<file path="src/rtl/input_debouncer.sv">
// Multi-channel input debouncer: 2-flop synchronizer plus a per-channel
// stability counter that commits a new level after STABLE qualifying samples.
module input_debouncer #(
    parameter int CHANNELS   = 2,
    parameter int STABLE     = 16,
    parameter bit IDLE_LEVEL = 1'b1
) (
    input  logic                clk,
    input  logic                reset,
    input  logic                tick,
    input  logic [CHANNELS-1:0] in,
    output logic [CHANNELS-1:0] out,
    output logic [CHANNELS-1:0] rise,
    output logic [CHANNELS-1:0] fall,
    output logic                busy
);

    localparam int CW = (STABLE > 1) ? $clog2(STABLE) : 1;
    localparam logic [CW-1:0] CNT_MAX = CW'(STABLE - 1);

    logic [CHANNELS-1:0]         s1_q, s2_q;
    logic [CHANNELS-1:0]         out_q, out_d;
    logic [CHANNELS-1:0]         rise_q, rise_d;
    logic [CHANNELS-1:0]         fall_q, fall_d;
    logic [CHANNELS-1:0][CW-1:0] cnt_q, cnt_d;

    // A matching sample always clears progress; tick only gates advancement.
    always_comb begin
        out_d  = out_q;
        cnt_d  = cnt_q;
        rise_d = '0;
        fall_d = '0;
        for (int ch = 0; ch < CHANNELS; ch++) begin
            if (s2_q[ch] == out_q[ch]) begin
                cnt_d[ch] = '0;
            end else if (tick) begin
                if (cnt_q[ch] == CNT_MAX) begin
                    out_d[ch]  = s2_q[ch];
                    cnt_d[ch]  = '0;
                    rise_d[ch] = s2_q[ch];
                    fall_d[ch] = ~s2_q[ch];
                end else begin
                    cnt_d[ch] = cnt_q[ch] + 1'b1;
                end
            end
        end
    end

    always_ff @(posedge clk or negedge reset) begin
        if (!reset) begin
            s1_q   <= {CHANNELS{IDLE_LEVEL}};
            s2_q   <= {CHANNELS{IDLE_LEVEL}};
            out_q  <= {CHANNELS{IDLE_LEVEL}};
            cnt_q  <= '0;
            rise_q <= '0;
            fall_q <= '0;
        end else begin
            s1_q   <= in;
            s2_q   <= s1_q;
            out_q  <= out_d;
            cnt_q  <= cnt_d;
            rise_q <= rise_d;
            fall_q <= fall_d;
        end
    end

    always_comb begin
        busy = 1'b0;
        for (int ch = 0; ch < CHANNELS; ch++) begin
            busy = busy | (cnt_q[ch] != '0);
        end
    end

    assign out  = out_q;
    assign rise = rise_q;
    assign fall = fall_q;

endmodule

</file>
<file path="config.mk">
export PLATFORM = sky130hd
export DESIGN_NAME = input_debouncer
export DESIGN_NICKNAME = d
export VERILOG_FILES = /design/src/rtl/input_debouncer.sv
export SDC_FILE = /design/constraint.sdc
export NUM_CORES = 1
export LEC_CHECK = 0
export BUFFER_PORTS_ARGS = -buffer_cell sky130_fd_sc_hd__buf_2
export CAP_MARGIN = 20
export CORE_AREA = 2 2 50 47
export DETAILED_ROUTE_END_ITERATION = 12
export DIE_AREA = 0 0 52 49
export PLACE_DENSITY = 0.56
export RECOVER_POWER = 100
export SYNTH_ARGS = -nofsm -noshare
export SYNTH_HDL_FRONTEND = slang
export SYNTH_SLANG_ARGS = --single-unit
export TNS_END_PERCENT = 1
</file>
<file path="constraint.sdc">
create_clock -name clk -period 3.6 [get_ports clk]
set_input_delay 0.72 -clock clk [delete_from_list [all_inputs] [get_ports clk]]
set_output_delay 0.72 -clock clk [all_outputs]
set_load 0.01 [all_outputs]
</file>
==> results.cfg, run 1 <==
[setup_path]
startpoint = cnt_q[0]
required_ps = 2880
critPathCaptureType = primary output
crit_type = flip-flop to primary output
crit_arrival_ps = 1400
critical_path.max_fanout = 4
reg2reg_from = cnt_q[4]
critical_path.startpoint_type = flip-flop

[power_and_ir_drop]
total_power_mw = 0.363
cellLeakagePower_nw = 0.387
power_density_nw_per_um2 = 406
vdd.ir_drop.worst_mv = 0.257

[route]
drt_iter0_drc = 7
ant_nets = 0
first_pass_iters = 4
vias = 525
route.detailed.drc = 0
vias_per_cell = 4.86
avgRoutedWirePerCell_um = 11.2
routed_wl_um = 1210

[clock_tree]
clk_pin_slew_ps = 90
clk_path_buf_depth = 2
cts_hold_buf = 0
post_cts_buffers = 0
cts_tree = built
clock_latency_ps = 290
cts-buffers-inserted = 3
cts_root_buffer = clkbuf_4
htree_levels = 1
cts.repair.resized = 0
cts.sinks = 18

[sta]
max_freq_mhz = 472
maxSlewHeadroom = 0.399
clock_skew_ps = 6.20
rsz0062_at_grt = no
setup-tns-final_ps = 0
tightest_slew_ps = 901
period_minus_slack_ps = 2120
setup_viol = 0
slew_violations = 0
finalCritPeriodShare = 0.589
hold_viol = 0

[logic_synthesis]
synth_area_leaders = dfrtp_1 (38%), dfstp_2 (20%), ha_1 (6.4%), a21oi_1 (3.8%), nor3b_1 (3.8%)
synthTopCellsByCount = dfrtp_1 (12), a21oi_1 (6), dfstp_2 (6)
syn_area_um2 = 783
synth_area_leader_cell = dfrtp_1
yosys_warnings = 0
postSynth.asyncResetShare = 1.00
synth_edf_count = 0
ys_seq_area_frac = 0.585
synth.most_common_cell = dfrtp_1
ys_types = 22
ys.flop_type = dfrtp_1
syn_avg_cell_area_um2 = 11.7
synth_nets = 76
synth_top_area_share = 0.383
synth_cells = 67
synth-seq-cells = 18

[die]
core_area_um2 = 2060
die_w_um = 52
num_io_pins = 12
rows = 16
floorplan.initialDensity = 0.380
die_h_um = 49
dieArea_um2 = 2550

[global_routing]
grt_max_degree = 19
grt_first_pass_wirelength_um = 2080
first_global_vias = 495
grt-ovfl-total = 0
grt_usage = 0.112
antenna_found_initial = 0

[outcome]
status = finished clean

[layout]
layout-drive-gt1-share = 0.198
syn_to_final_growth_pct = 14.2
antenna_cells = 0
fin_nets = 91

[worst_hold_path]
hold_class = flip-flop to flip-flop
holdCritStartpoint = s1_q[0]

[place]
dp_hpwl_um = 904
numPortBuffers = 11
place_congestion = 0.765

[flow_run]
drv_cap = 0
==> cell type report <==
cell class	instances	area [um^2]
Tap cell	27	33.8
Multi-Input combinational cell	44	305
Inverter	4	15.0
Sequential cell	18	458
Timing Repair Buffer	11	46.3
Clock buffer	4	36.3
Fill cell	201	1170
==> where the power goes <==
part           switching (mW)  internal (mW)
clock                  0.0594         0.0615
combinational          0.0162         0.0108
sequential            0.00550          0.210
==> sequential cells by signal, indices dropped and copies added (netlist names) <==
name / cells
rise: 2
cnt_q: 8
s2_q: 2
out: 2
s1_q: 2
fall: 2
==> final timing paths <==
check	endpoint	slack, ps	cells past startpoint
worst min-delay path	s2_q[0]	360	0
worst max register to register	out[1]	2350	3
worst max-delay path	busy	1480	5
min in group asynchronous	cnt_q[4]	520	1
worst min register to register	s2_q[0]	360	0
max in group asynchronous	cnt_q[2]	2520	1
==> worst max-delay path: stages, from the launching register on <==
cell	delay, ps
dfrtp_1	420
inv_1	90
ha_1	140
nor4b_1	230
nand3b_1	100
clkbuf_1	140
==> cells by family (layout without fill, tap and decap cells) <==
family                     after synthesis  in the layout  synth area share
DFF                                     18             18             0.585
AOI/OAI and AO/OA                        8              8            0.0511
xor gates and xnor gates                 4              4            0.0447
adders and majority gates                4              4            0.0639
muxes                                    4              4            0.0543
buffers and inverters                    5             19            0.0256
and+or+nand+nor                         24             24             0.176
==> through the flow <==
step / utilization / hold slack (ps) / worst slack, ps / instances / cell area (um^2)
after detailed placement: 0.421 / 348 / 1790 / 104 / 867
after global routing: 0.434 / 366 / 1270 / 108 / 895
after floorplan: - / 345 / 1930 / 67 / 783
after CTS: 0.438 / 342 / 1450 / 108 / 903
final: 0.434 / 361 / 1480 / 108 / 895
after global placement: 0.421 / 346 / 1810 / 104 / 867
==> cells in the final DEF (no fill, tap or decap) <==
| cell type | Yosys | layout |
|---|---|---|
| dfstp_2 | 6 | 4 |
| or2b_1 | 1 | 1 |
| clkbuf_4 | 0 | 3 |
| or4_1 | 2 | 2 |
| nand3b_1 | 1 | 1 |
| nand2_1 | 4 | 4 |
| xnor2_1 | 2 | 2 |
| dfstp_1 | 0 | 2 |
| inv_2 | 2 | 2 |
| nand3_1 | 4 | 4 |
| nand4_1 | 2 | 2 |
| o21ai_0 | 2 | 2 |
| mux2i_1 | 2 | 2 |
| nor2_1 | 4 | 4 |
| clkbuf_8 | 0 | 1 |
| a21oi_1 | 6 | 6 |
| buf_2 | 1 | 4 |
| clkbuf_1 | 0 | 7 |
| inv_1 | 2 | 2 |
| xor2_1 | 2 | 2 |
| nor4b_1 | 1 | 1 |
| mux2_2 | 2 | 2 |
| ha_1 | 4 | 4 |
| dfrtp_1 | 12 | 12 |
| nor3b_1 | 4 | 4 |
| nand2b_1 | 1 | 1 |
==> layer usage <==
layer | global-route usage | wire length [um] | vias to the layer above
met4 | 0.0789 | 13 | 0
met2 | 0.154 | 527 | 10
li1 | - | - | 259
met1 | 0.153 | 608 | 254
met5 | 0 | 0 | -
met3 | 0.0245 | 60 | 2
No activity file was read; power rests on OpenSTA's default activity.
==> inputs of run 2 (changes only) <==
Clock period 3.6 ns to 2.05 ns, I/O delays scaled along.
==> results.cfg, run 2 (same netlist as run 1, synthesis figures left out) <==
[global_routing]
gr-usage-met2 = 0.154
grt_use_met3 = 0.0245
grt-ovfl-total = 0
use_met1 = 0.153
grt_first_pass_wirelength_um = 2080
grt_usage = 0.112
grt_max_degree = 19
first_global_vias = 495
grt-busiest-layer = met2
antenna_found_initial = 0

[sta]
max_freq_mhz = 553
hold_viol = 0
tightest_slew_ps = 901
finalCritPeriodShare = 0.883
setup-tns-final_ps = 0
setup_viol = 0
maxSlewHeadroom = 0.399
period_minus_slack_ps = 1810
rsz0062_at_grt = no
clock_skew_ps = 6.20
slew_violations = 0

[setup_path]
path_buf_inv = 2
critical_path.max_fanout = 4
crit_arrival_ps = 1400
crit_type = flip-flop to primary output
path_delay_family = flip-flops
cpPeakStageDelay_ps = 420
critPathCaptureType = primary output
slowest_stage = dfrtp_1
path_cells = inv_1 -> ha_1 -> nor4b_1 -> nand3b_1 -> clkbuf_2
critical_path.startpoint_type = flip-flop
required_ps = 1640

[place]
place_congestion = 0.765
dpl.cell_count = 104
placed_cell_area_um2 = 867
numPortBuffers = 11
dp_hpwl_um = 904

[die]
floorplan.initialDensity = 0.380
die_h_um = 49
core_area_um2 = 2060
num_io_pins = 12
rows = 16
die_w_um = 52
dieArea_um2 = 2550

[layout]
antenna_cells = 0
fin_area_um2 = 897
ff_latch_area_um2 = 458
layout_common_cells = dfrtp_1 (12), a21oi_1 (6), buf_2 (5), clkbuf_1 (5)
syn_to_final_growth_pct = 14.5
top_register = cnt_q
layout-drive-gt1-share = 0.210
finalNonFillerCells = 108
largest_reg_flops = 8
fill_cells = 200
final_util = 0.435
multiInputGateArea_um2 = 305
final_common_cell = dfrtp_1
fin_nets = 91

[clock_tree]
cts_hold_buf = 0
clock_latency_ps = 290
post_cts_buffers = 0
clk_path_buf_depth = 2
htree_levels = 1
cts-buffers-inserted = 3
clk_pin_slew_ps = 100
cts.repair.resized = 0
cts.sinks = 18
cts_root_buffer = clkbuf_4
cts_tree = built

[route]
vias_per_cell = 4.86
avgRoutedWirePerCell_um = 11.2
first_pass_iters = 4
vias = 525
ant_nets = 0
routed_wl_um = 1210
route.detailed.drc = 0
drt_iter0_drc = 7

[power_and_ir_drop]
cellLeakagePower_nw = 0.393
p_switching_mw = 0.142
total_power_mw = 0.639
seq_power_share = 0.591
p_comb_frac = 0.076
power_density_nw_per_um2 = 712
vdd.ir_drop.worst_mv = 0.452
p_int_mw = 0.496
p_clk_frac = 0.333
swShare = 0.223

[flow_run]
drv_cap = 0

[outcome]
status = finished clean

[worst_hold_path]
hold_class = input port to asynchronous set/reset pin
==> run 2: through the flow <==
stage / setup WS (ps) / hold slack, ps
after floorplan: 686 / 114
after global placement: 574 / 346
after detailed placement: 550 / 348
after CTS: 207 / 31.8
after global routing: 26.8 / 181
final: 241 / 214
==> run 2: worst paths after layout <==
kind	slack [ps]	cells after the start	start	to
max reg2reg	800	3	cnt_q[4]	out[1]
min in group clk	210	1	in[1]	s1_q[1]
min	210	1	reset	cnt_q[4]
max	240	5	cnt_q[0]	busy
min reg2reg	360	0	s1_q[0]	s2_q[0]
max in group asynchronous	1280	1	reset	cnt_q[2]
==> run 2: layer usage <==
metal | vias to the layer above | wire length, um | share of wire
met4 | 0 | 13 | 0.011
met1 | 254 | 610 | 0.50
li1 | 259 | - | -
met5 | - | 0 | 0
met2 | 10 | 527 | 0.44
met3 | 2 | 58 | 0.048
==> run 2: layout make-up <==
cell class | instances | area share
sequential | 18 | 0.510
multi-input combinational | 44 | 0.340
timing repair buffer | 11 | 0.0544
clock buffer | 4 | 0.0404
tap | 27 | 0.0377
inverter | 4 | 0.0167
==> run 2: power groups by stage <==
stage / Sequential, mW / Combinational, mW / Clock, mW
after floorplan: 0.383 / 0.0305 / 0
after global placement: 0.384 / 0.0496 / 0
after detailed placement: 0.385 / 0.0507 / 0
after CTS: 0.378 / 0.0508 / 0.224
after global routing: 0.379 / 0.0570 / 0.243
final: 0.378 / 0.0485 / 0.212
==> inputs of run 3 (changes only) <==
Settings changed: PLACE_DENSITY 0.56 to 0.54.
==> results.cfg, run 3 (same netlist as run 1, synthesis figures left out) <==
[worst_hold_path]
hold_class = input port to flip-flop
hold_depth = 1
holdPathEnd = s1_q[0]
holdCritStartpoint = in[0]

[layout]
fill_cells = 210
fin_area_um2 = 897
top_register = cnt_q
layout-drive-gt1-share = 0.198
finalNonFillerCells = 108
final_util = 0.435
fin_nets = 91
antenna_cells = 0
syn_to_final_growth_pct = 14.5
final_common_cell = dfrtp_1
layout_common_cells = dfrtp_1 (12), a21oi_1 (6), buf_2 (5), clkbuf_1 (5)
largest_reg_flops = 8

[setup_path]
required_ps = 1640
critical_path.startpoint_type = flip-flop
worstRegToRegCells = 3
slowest_stage = dfrtp_1
r2r_setup_slack_ps = 800
crit_arrival_ps = 1390
critical_path.max_fanout = 4
path_cells = inv_1 -> ha_1 -> nor4b_1 -> nand3b_1 -> clkbuf_2
path_delay_family = flip-flops
path_buf_inv = 2
reg2reg_from = cnt_q[0]
r2r-end = out[0]
cpPeakStageDelay_ps = 420
critPathCaptureType = primary output
crit_type = flip-flop to primary output

[sta]
clock_skew_ps = 2.10
whs_ps = 210
slew_violations = 0
tightest_slew_ps = 955
maxSlewHeadroom = 0.364
setup_ws_ps = 246
rsz0062_at_grt = no
setup-tns-final_ps = 0
setup_viol = 0
finalCritPeriodShare = 0.880
period_minus_slack_ps = 1800
hold_viol = 0
max_freq_mhz = 554

[route]
drt_iter0_drc = 2
route.detailed.drc = 0
wl_met2_um = 595
routed_wl_um = 1240
wl_met1_um = 569
vias_per_cell = 4.91
vias = 530
wl_met3_um = 62
first_pass_iters = 2
avgRoutedWirePerCell_um = 11.5
top_layer_used = met4
ant_nets = 0

[die]
rows = 16
die_w_um = 52
core_area_um2 = 2060
die_h_um = 49
dieArea_um2 = 2550
num_io_pins = 12
floorplan.initialDensity = 0.380

[clock_tree]
cts_root_buffer = clkbuf_4
post_cts_buffers = 0
cts.sinks = 18
htree_levels = 1
cts-buffers-inserted = 3
cts_hold_buf = 0
clock_latency_ps = 290
clk_path_buf_depth = 2
clk_pin_slew_ps = 100
cts.repair.resized = 0
cts_tree = built

[place]
placed_cell_area_um2 = 867
dp_hpwl_um = 924
dpl.cell_count = 104
place_ws_ps = 540
place_congestion = 0.653
numPortBuffers = 11

[global_routing]
grt_usage = 0.125
grt_max_degree = 19
first_global_vias = 555
antenna_found_initial = 0
grt_first_pass_wirelength_um = 2350
grt-ovfl-total = 0

[power_and_ir_drop]
power_density_nw_per_um2 = 711
cellLeakagePower_nw = 0.392
total_power_mw = 0.638
vdd.ir_drop.worst_mv = 0.486

[outcome]
status = finished clean

[flow_run]
drv_cap = 0
==> run 3: worst register-to-register path, stage by stage (launching register included) <==
cell and delay [ps]:
dfrtp_1 420, ha_1 250, nand4_1 170, mux2_2 350
==> run 3: cell type report <==
cell class | count | area [um^2] | share of cell area
inverters | 4 | 15.0 | 0.0167
well taps | 27 | 33.8 | 0.0377
multi-input cells | 44 | 305 | 0.340
repair buffers | 11 | 48.8 | 0.0544
clock buffers | 4 | 36.3 | 0.0404
flip-flops and latches | 18 | 458 | 0.510
==> run 3: worst max-delay path by stage <==
stage | slack (ps) | cells after the start | startpoint | to
floorplan | 690 | 4 | cnt_q[0] | busy
global placement | 560 | 5 | cnt_q[0] | busy
detailed placement | 540 | 5 | cnt_q[0] | busy
CTS | 210 | 5 | cnt_q[0] | busy
global route | 50 | 5 | cnt_q[0] | busy
finish | 250 | 5 | cnt_q[0] | busy
==> run 3: per-layer routing <==
| layer | vias up | GRT usage |
|---|---|---|
| met5 | - | 0 |
| met4 | 0 | 0.0395 |
| met3 | 2 | 0.0552 |
| met2 | 9 | 0.205 |
| met1 | 259 | 0.145 |
| li1 | 260 | - |
==> run 3: where the power goes <==
group / switching, mW / total, mW / internal, mW
combinational: 0.0283 / 0.0479 / 0.0196
sequential: 0.00915 / 0.377 / 0.368
clock: 0.104 / 0.212 / 0.108
